$ cat src/rtl/acc_core_param.sv
// acc_core_param
//   Multi-cycle accumulator processor with parametrised widths. It fetches from
//   an external combinational instruction memory and runs load, ALU, store and
//   jump operations against an external data memory with a registered read
//   address. It also supports an immediate load, a conditional jump on zero, and
//   a halt instruction that raises done.
//
//   Ports
//     clk       in   rising-edge clock
//     start     in   synchronous active-high reset; restarts the program at 0
//     im_addr   out  instruction address (the pc)
//     im_data   in   instruction word {op[3:0], a[AW-1:0]}, valid same cycle
//     dm_raddr  out  registered data read address
//     dm_rdata  in   read data, valid the cycle after dm_raddr is registered
//     dm_we     out  one-cycle write strobe
//     dm_waddr  out  registered write address
//     dm_wdata  out  registered write data
//     acc_out   out  accumulator
//     done      out  high while halted
//
//   Parameter constraints: PCW <= 2*DW, IW == 4+AW.
//
//   state    | meaning
//   ---------+---------------------------------------------------------------
//   S_FETCH  | decode im_data; do 1-cycle ops or issue the operand read
//   S_EXEC   | apply dm_rdata to acc, or latch jump high byte and read a+1
//   S_JMP_LO | load pc from {hi, dm_rdata}
//   S_HALT   | frozen until start; done held high

module acc_core_param #(
    parameter int DW  = 8,
    parameter int AW  = 7,
    parameter int PCW = 16,
    parameter int IW  = 11
) (
    input  logic           clk,
    input  logic           start,
    output logic [PCW-1:0] im_addr,
    input  logic [IW-1:0]  im_data,
    output logic [AW-1:0]  dm_raddr,
    input  logic [DW-1:0]  dm_rdata,
    output logic           dm_we,
    output logic [AW-1:0]  dm_waddr,
    output logic [DW-1:0]  dm_wdata,
    output logic [DW-1:0]  acc_out,
    output logic           done
);

    localparam logic [3:0] OP_POPCNT = 4'd0;
    localparam logic [3:0] OP_LOAD   = 4'd1;
    localparam logic [3:0] OP_STORE  = 4'd2;
    localparam logic [3:0] OP_JMP    = 4'd3;
    localparam logic [3:0] OP_ADD    = 4'd4;
    localparam logic [3:0] OP_AND    = 4'd5;
    localparam logic [3:0] OP_NEG    = 4'd6;
    localparam logic [3:0] OP_XOR    = 4'd7;
    localparam logic [3:0] OP_JZ     = 4'd8;
    localparam logic [3:0] OP_LDI    = 4'd9;
    localparam logic [3:0] OP_HALT   = 4'd15;

    typedef enum logic [1:0] {
        S_FETCH  = 2'd0,
        S_EXEC   = 2'd1,
        S_JMP_LO = 2'd2,
        S_HALT   = 2'd3
    } state_t;

    state_t         state_q, state_d;
    logic [PCW-1:0] pc_q, pc_d;
    logic [DW-1:0]  acc_q, acc_d;
    logic [AW-1:0]  raddr_q, raddr_d;
    logic           we_q, we_d;
    logic [AW-1:0]  waddr_q, waddr_d;
    logic [DW-1:0]  wdata_q, wdata_d;
    logic           done_q, done_d;
    logic [3:0]     op_q, op_d;     // opcode carried into EXEC
    logic [AW-1:0]  a_q, a_d;       // operand kept once pc has moved on
    logic [DW-1:0]  hi_q, hi_d;     // jump target high byte

    logic [3:0]     op_w;
    logic [AW-1:0]  a_w;
    logic [DW-1:0]  pop_w;

    assign op_w = im_data[IW-1:IW-4];
    assign a_w  = im_data[AW-1:0];

    always_comb begin
        pop_w = '0;
        for (int i = 0; i < DW; i++) begin
            pop_w = pop_w + DW'(dm_rdata[i]);
        end
    end

    always_comb begin
        state_d = state_q;
        pc_d    = pc_q;
        acc_d   = acc_q;
        raddr_d = raddr_q;
        we_d    = 1'b0;
        waddr_d = waddr_q;
        wdata_d = wdata_q;
        done_d  = done_q;
        op_d    = op_q;
        a_d     = a_q;
        hi_d    = hi_q;

        case (state_q)
            S_FETCH: begin
                case (op_w)
                    OP_POPCNT, OP_LOAD, OP_ADD, OP_AND, OP_XOR: begin
                        raddr_d = a_w;
                        op_d    = op_w;
                        a_d     = a_w;
                        pc_d    = pc_q + PCW'(1);
                        state_d = S_EXEC;
                    end
                    OP_STORE: begin
                        we_d    = 1'b1;
                        waddr_d = a_w;
                        wdata_d = acc_q;
                        pc_d    = pc_q + PCW'(1);
                    end
                    OP_JMP: begin
                        raddr_d = a_w;
                        op_d    = op_w;
                        a_d     = a_w;
                        state_d = S_EXEC;
                    end
                    OP_JZ: begin
                        if (acc_q == '0) begin
                            raddr_d = a_w;
                            op_d    = op_w;
                            a_d     = a_w;
                            state_d = S_EXEC;
                        end else begin
                            pc_d = pc_q + PCW'(1);
                        end
                    end
                    OP_NEG: begin
                        acc_d = -acc_q;
                        pc_d  = pc_q + PCW'(1);
                    end
                    OP_LDI: begin
                        // size cast zero-extends or truncates as AW vs DW requires
                        acc_d = DW'(a_w);
                        pc_d  = pc_q + PCW'(1);
                    end
                    OP_HALT: begin
                        done_d  = 1'b1;
                        state_d = S_HALT;
                    end
                    default: begin
                        pc_d = pc_q + PCW'(1);
                    end
                endcase
            end

            S_EXEC: begin
                state_d = S_FETCH;
                case (op_q)
                    OP_LOAD:   acc_d = dm_rdata;
                    OP_ADD:    acc_d = acc_q + dm_rdata;
                    OP_AND:    acc_d = acc_q & dm_rdata;
                    OP_XOR:    acc_d = acc_q ^ dm_rdata;
                    OP_POPCNT: acc_d = pop_w;
                    OP_JMP, OP_JZ: begin
                        hi_d    = dm_rdata;
                        raddr_d = a_q + AW'(1);
                        state_d = S_JMP_LO;
                    end
                    default: ;
                endcase
            end

            S_JMP_LO: begin
                pc_d    = PCW'({hi_q, dm_rdata});
                state_d = S_FETCH;
            end

            S_HALT: ;

            default: state_d = S_FETCH;
        endcase
    end

    always_ff @(posedge clk) begin
        if (start) begin
            state_q <= S_FETCH;
            pc_q    <= '0;
            acc_q   <= '0;
            raddr_q <= '0;
            we_q    <= 1'b0;
            waddr_q <= '0;
            wdata_q <= '0;
            done_q  <= 1'b0;
            op_q    <= '0;
            a_q     <= '0;
            hi_q    <= '0;
        end else begin
            state_q <= state_d;
            pc_q    <= pc_d;
            acc_q   <= acc_d;
            raddr_q <= raddr_d;
            we_q    <= we_d;
            waddr_q <= waddr_d;
            wdata_q <= wdata_d;
            done_q  <= done_d;
            op_q    <= op_d;
            a_q     <= a_d;
            hi_q    <= hi_d;
        end
    end

    assign im_addr  = pc_q;
    assign dm_raddr = raddr_q;
    assign dm_we    = we_q;
    assign dm_waddr = waddr_q;
    assign dm_wdata = wdata_q;
    assign acc_out  = acc_q;
    assign done     = done_q;

endmodule

$ cat config.mk
export PLATFORM = sky130hd
export DESIGN_NAME = acc_core_param
export DESIGN_NICKNAME = d
export VERILOG_FILES = /design/src/rtl/acc_core_param.sv
export SDC_FILE = /design/constraint.sdc
export NUM_CORES = 1
export LEC_CHECK = 0
export BUFFER_PORTS_ARGS = -buffer_cell sky130_fd_sc_hd__buf_2
export CAP_MARGIN = 20
export CORE_MARGIN = 5
export CORE_UTILIZATION = 40
export CTS_CLUSTER_DIAMETER = 40
export DETAILED_ROUTE_END_ITERATION = 8
export GPL_TIMING_DRIVEN = 0
export PLACE_DENSITY = 0.65
export SLEW_MARGIN = 20
export SYNTH_ARGS = -nofsm -noshare
export SYNTH_HDL_FRONTEND = slang
export SYNTH_SLANG_ARGS = --single-unit
$ cat constraint.sdc
create_clock -name clk -period 6.1 [get_ports clk]
set_input_delay 0 -clock clk [delete_from_list [all_inputs] [get_ports clk]]
set_output_delay 0 -clock clk [all_outputs]
set_load 0.01 [all_outputs]
* Word-level counts from Yosys, hierarchy flattened *
Cells that the tools add are included.

word-level totals
  bits of input ports = 21
  output and inout port bits = 48
  logic and storage cells = 89
  flip-flop bits (word level) = 69

cells by class
  equal/unequal tests = 27
  muxes and demuxes = 17
  bitwise operators = 3
  add/subtract/negate cells = 11
  reductions and logical operators = 20

operators with widths
  cell                                                 number
  one-hot mux 16 bit (2 select lines)                  2
  one-hot mux 8 bit (5 select lines)                   1
  one-hot mux 8 bit (2 select lines)                   2
  equality test 4 x 3 -> 1 bit, second input constant  7
  one-hot mux 7 bit (2 select lines)                   2
  adder 16 x 1 -> 16 bit, second input constant        1
  equality test 4 bit, second input constant           4
  2-to-1 mux 16 bit                                    1
  2-to-1 mux 7 bit                                     2
  equality test 4 x 2 -> 1 bit, second input constant  3
  one-hot mux 2 bit (3 select lines)                   2
  AND reduction 3 bit                                  4
  inequality test 3 bit, second input constant         3
  adder 7 x 1 -> 8 bit                                 1
  adder 8 bit                                          1
  bitwise AND 8 bit                                    1
  equality test 4 x 1 -> 1 bit, second input constant  2
  zero test 4 bit                                      2
  zero test 8 bit                                      1
  negator 8 bit                                        1
  one-hot mux 4 bit (2 select lines)                   1
  XOR 8 bit                                            1
  adder 6 x 1 -> 7 bit                                 1
  adder 7 x 1 -> 7 bit, second input constant          1
  22 further kinds                                     31

* Depth between registers and ports, before layout *
  word-level depth = 9
  depth in mapped cells = 12
  gate-level depth less buffers = 12

* Worst setup path after synthesis *
Ideal clock, no wire load.

  path kind = in2reg
  start point = input dm_rdata[0]
  end point = register acc_q[1], in the netlist acc_out[1]
  data arrival time = 2.754 ns
  slack = 3.206 ns
  cell stages on the path = 12
  setup time = 0.140 ns
  cell sequence = inv_1 fa_1 fa_1 fa_1 inv_1 ha_1 fa_1 mux2_2 a21oi_1 o21ai_0 o211ai_1 a221oi_1

on the way
  word-level cells in the longest chain between the ends = 9
  elaborated cells between the ends (all ways) = 10

ends and longest elaborated chain
  what                                  line  source
  start: declaration                    41    input logic [DW-1:0] dm_rdata,
  adder 1 x 1 -> 2 bit                  90    pop_w = pop_w + DW'(dm_rdata[i]);
  adder 2 x 1 -> 3 bit                  90
  adder 3 x 1 -> 4 bit                  90
  adder 4 x 1 -> 5 bit                  90
  adder 5 x 1 -> 6 bit                  90
  adder 6 x 1 -> 7 bit                  90
  adder 7 x 1 -> 8 bit                  90
  one-hot mux 8 bit (5 select lines) *  160   case (op_q)
  one-hot mux 8 bit (2 select lines) *  107   case (state_q)
  end signal: assignment                190   acc_q <= '0;
  end signal: assignment                202   acc_q <= acc_d;
  end: declaration                      70    logic [DW-1:0] acc_q, acc_d;

Mark *: on every way between the ends. The rest lies on a longest branch, timed or not.
A chain may end at the register's enable or synchronous reset.

* Worst setup path after layout *
Ends and elaborated chain as after synthesis.

==> results_tabular.tex <==
\begin{tabular}{lr}
\hline
Metric & Value \\
\hline
\multicolumn{2}{l}{\textbf{Outcome}} \\
\quad Run status & finished clean \\
\multicolumn{2}{l}{\textbf{Logic synthesis}} \\
\quad Commonest cells post-synth & sky130\_fd\_sc\_hd\_\_nor2\_1, sky130\_fd\_sc\_hd\_\_dfxtp\_1, sky130\_fd\_sc\_hd\_\_a21oi\_1, sky130\_fd\_sc\_hd\_\_mux2i\_1, sky130\_fd\_sc\_hd\_\_nand2\_1 \\
\quad Number of instances in the synthesized netlist & 557 \\
\quad Post-synthesis sequential element count & 69 \\
\quad Sequential fraction of the synthesis area & 0.310 \\
\quad Most repeated cell in the gate-level netlist after synthesis & sky130\_fd\_sc\_hd\_\_nor2\_1 \\
\quad Mean area per synthesized cell & between 8 and 9 um\^{}2 \\
\quad EDFF count, synth & 0 \\
\quad Proportion of synthesized flip-flops having asynchronous set or reset & 0 \\
\quad Post-synth cell types & 69 \\
\quad Synthesis warning total & 0 \\
\quad Net count after synthesis & 600 \\
\quad Proportion of netlist area held by the largest area contributor & 0.310 \\
\quad Dominant cell type by area after synthesis & sky130\_fd\_sc\_hd\_\_dfxtp\_1 \\
\quad Combined area of all synthesized cells & approximately 4500 um\^{}2 \\
\quad Top\_reg\_cell synth & sky130\_fd\_sc\_hd\_\_dfxtp\_1 \\
\quad Top area cells in the synthesized netlist & sky130\_fd\_sc\_hd\_\_dfxtp\_1, sky130\_fd\_sc\_hd\_\_mux2i\_1, sky130\_fd\_sc\_hd\_\_nor2\_1, sky130\_fd\_sc\_hd\_\_a21oi\_1, sky130\_fd\_sc\_hd\_\_ha\_1 \\
\multicolumn{2}{l}{\textbf{Timing}} \\
\quad F\_max & roughly 280 MHz \\
\quad Final Hold Vio Count & 0 \\
\quad Number of max-slew violations in the final report & 0 \\
\quad Period utilization & 0.583 \\
\quad Measured slew at the worst slew-check pin & between 700 and 800 ps \\
\quad Aggregate negative setup slack & 0 ps \\
\quad Time the final worst path needs with I/O delays and setup & 3560 ps \\
\quad Worst Skew & 3.40 ps \\
\quad Setup violators final & 0 \\
\quad Setup WS post-layout & 2540 ps \\
\quad Tightest slew margin relative to the limit & 0.483 \\
\quad Setup repair after global routing missed its margin & false \\
\multicolumn{2}{l}{\textbf{Layout}} \\
\quad Ratio of cells with drive above 1 in the final layout & 0.160 \\
\quad Final Util & 0.486 \\
\quad Diode count & 0 \\
\quad Layout net count & about 690 \\
\quad Filler Cells Inserted & 1,104 \\
\quad Signed area change from the synthesized netlist to the final layout & 18.5\% \\
\quad Finished Cell Area & $\sim$5300 um\^{}2 \\
\quad Post-route non-filler standard cell count & 790 \\
\multicolumn{2}{l}{\textbf{Global routing}} \\
\quad Global-route wire length before repair & 22.2 mm \\
\quad Global-route total usage across every layer & 0.211 \\
\quad Maximum number of pins on one net before global-route repair & 14 \\
\quad Via count of the first global-routing pass & 4,367 \\
\quad Initial antenna violation count & 0 \\
\quad Total gr overflow & 0 \\
\multicolumn{2}{l}{\textbf{Routing}} \\
\quad Via density per instance & 5.74 \\
\quad Number of DRC markers after the initial detailed-route iteration & 450 \\
\quad DRC errors left & 0 \\
\quad Total wire length after detailed routing & 13.8 mm \\
\quad Count of nets left with antenna violations after detail routing & 0 \\
\quad Mean routed wirelength per cell & approximately 17 um \\
\quad Vias post-DR & 4,533 \\
\quad Router iterations before antenna repair & 5 \\
\multicolumn{2}{l}{\textbf{Clocking}} \\
\quad Max Buffers Root-to-Sink & 2 \\
\quad Number of resized instances in the post-cts repair step & 0 \\
\quad Root buffer cell & sky130\_fd\_sc\_hd\_\_clkbuf\_8 \\
\quad H-tree lvl count & 3 \\
\quad Number of clock sinks seen by CTS & 69 \\
\quad CTS tree & done \\
\quad Inserted Clock Buffers & 9 \\
\quad Post-CTS Repair Setup Buffers & 0 \\
\quad Clk slew on worst S/H paths & 80 ps \\
\quad Insertion delay of the later-clocked pin in the worst-skew pair & 350 ps \\
\quad CTS Hold Bufs & 11 \\
\multicolumn{2}{l}{\textbf{Hold path}} \\
\quad Worst hold path class & input port to flip-flop \\
\multicolumn{2}{l}{\textbf{Floorplan}} \\
\quad Chip Height & 116 um \\
\quad Num ports & 69 \\
\quad Starting utilization of the core area & 0.410 \\
\quad Core ar. & between 10,000 and 15,000 um\^{}2 \\
\quad Die width & 116 um \\
\quad Std cell rows & 38 \\
\quad Area of the die & $\sim$13,000 um\^{}2 \\
\multicolumn{2}{l}{\textbf{Power}} \\
\quad Worst voltage drop across the vdd grid & 0.263 mV \\
\quad Power Dens Cells & between 400 and 500 nW/um\^{}2 \\
\quad Static leakage & between 0.002 and 0.0025 uW \\
\multicolumn{2}{l}{\textbf{Run}} \\
\quad Reported max-cap violation count & 0 \\
\multicolumn{2}{l}{\textbf{Place}} \\
\quad Hpwl dp & 10.2 mm \\
\quad Cell count after placement & around 760 \\
\quad Placer's final routability congestion estimate & just under 0.9 \\
\quad Count of buffers inserted at the top-level ports & 66 \\
\quad Worst-case setup slack after placement & 2720 ps \\
\quad Cell area after placement & 4970 um\^{}2 \\
\multicolumn{2}{l}{\textbf{Worst setup path}} \\
\quad Worst EP required & 6310 ps \\
\quad Worst Path Class, Setup & input port to flip-flop \\
\quad Largest fanout of any net on the critical path & 5 \\
\quad Data arrival time of the worst path & 3770 ps \\
\quad Worst setup SP type & input port \\
\quad Kind of capture point of the worst setup path & flip-flop \\
\hline
\end{tabular}
## per-stage QoR
| step | power (uW) | hold WS (ps) |
|---|---|---|
| 6_report | 2210 | 24.1 |
| 5_1_grt | 2400 | 20.1 |
| 4_1_cts | 2210 | 13.0 |
| 3_5_place_dp | 1810 | 275 |
| 3_3_place_gp | 1780 | 263 |
| 2_1_floorplan | 1490 | 144 |
## layout make-up
type,count,area (um^2),area share
sequential,69,1380,0.261
buffer,36,163,0.0308
timing repair buffer,77,440,0.0833
tap,140,175,0.0331
inverter,25,93.8,0.0177
clock inverter,6,71.3,0.0135
clock buffer,10,138,0.0260
multi-input combinational,427,2830,0.534
## path summary, 6_finish.rpt
| check | slack [ps] | cells after the start | from | end |
|---|---|---|---|---|
| setup / recovery | 2540 | 14 | dm_rdata[0] | acc_out[1] |
| hold / removal | 20 | 3 | dm_rdata[6] | hi_q[6] |
| setup reg to reg | 3540 | 7 | acc_out[1] | im_addr[10] |
| hold reg to reg | 460 | 2 | dm_raddr[5] | dm_raddr[5] |
## report_power, final
group | switching, uW | internal, uW
Combinational | 695 | 483
Sequential | 108 | 534
Clock | 190 | 203
Total | 992 | 1220
## cell families after synthesis
group	count (synthesis)	share of synthesized area
simple gates	203	0.223
compound gates	148	0.221
flops	69	0.310
buf+inv	61	0.0575
mux	43	0.0973
fa+ha+maj	22	0.0701
xor+xnor	11	0.0216
## critical path, cell delays in order
cell,delay (ps)
sky130_fd_sc_hd__dlygate4sd3_1,530
sky130_fd_sc_hd__buf_2,170
sky130_fd_sc_hd__inv_1,100
sky130_fd_sc_hd__fa_1,560
sky130_fd_sc_hd__fa_1,440
sky130_fd_sc_hd__fa_1,500
sky130_fd_sc_hd__inv_1,50
sky130_fd_sc_hd__ha_1,200
sky130_fd_sc_hd__fa_1,440
sky130_fd_sc_hd__mux2_2,270
sky130_fd_sc_hd__a21oi_1,130
sky130_fd_sc_hd__o21ai_0,110
sky130_fd_sc_hd__o211ai_1,160
sky130_fd_sc_hd__a221oi_1,120
## state kept, by name, summed over array words and instances (netlist names)
register  cells
im_addr      16
dm_wdata      8
a_q           7
acc_out       8
state_q       2
dm_waddr      7
dm_raddr      7
op_q          4
hi_q          8
done          1
dm_we         1
## metal layers
layer,vias to the layer above,wire (um),track usage
li1,2187,-,-
met1,2159,6110,0.272
met2,167,6430,0.344
met3,20,958,0.0621
met4,0,251,0.0603
met5,-,0,0
## placed cells by master (no fill, tap or decap), types with 6 or more instances in the layout
cell type                       netlist  routed
sky130_fd_sc_hd__nor2b_1              6       6
sky130_fd_sc_hd__buf_2                4      70
sky130_fd_sc_hd__nor3_1              10      10
sky130_fd_sc_hd__dlygate4sd3_1        0      11
sky130_fd_sc_hd__o21ai_0             31      31
sky130_fd_sc_hd__nand3_1             14      14
sky130_fd_sc_hd__nor4_1               6       6
sky130_fd_sc_hd__mux2i_1             40      40
sky130_fd_sc_hd__ha_1                17      17
sky130_fd_sc_hd__xor2_1               7       7
sky130_fd_sc_hd__clkbuf_1            28      28
sky130_fd_sc_hd__and3_1               6       6
sky130_fd_sc_hd__clkbuf_8             0      10
sky130_fd_sc_hd__nand2_1             37      37
sky130_fd_sc_hd__nor2_1              81      81
sky130_fd_sc_hd__a21o_1               6       6
sky130_fd_sc_hd__a21oi_1             47      47
sky130_fd_sc_hd__inv_1               24      24
sky130_fd_sc_hd__dfxtp_1             69      69
sky130_fd_sc_hd__a211o_1              7       7
sky130_fd_sc_hd__nand2b_1            16      16
No activity file was read; power rests on OpenSTA's default activity.
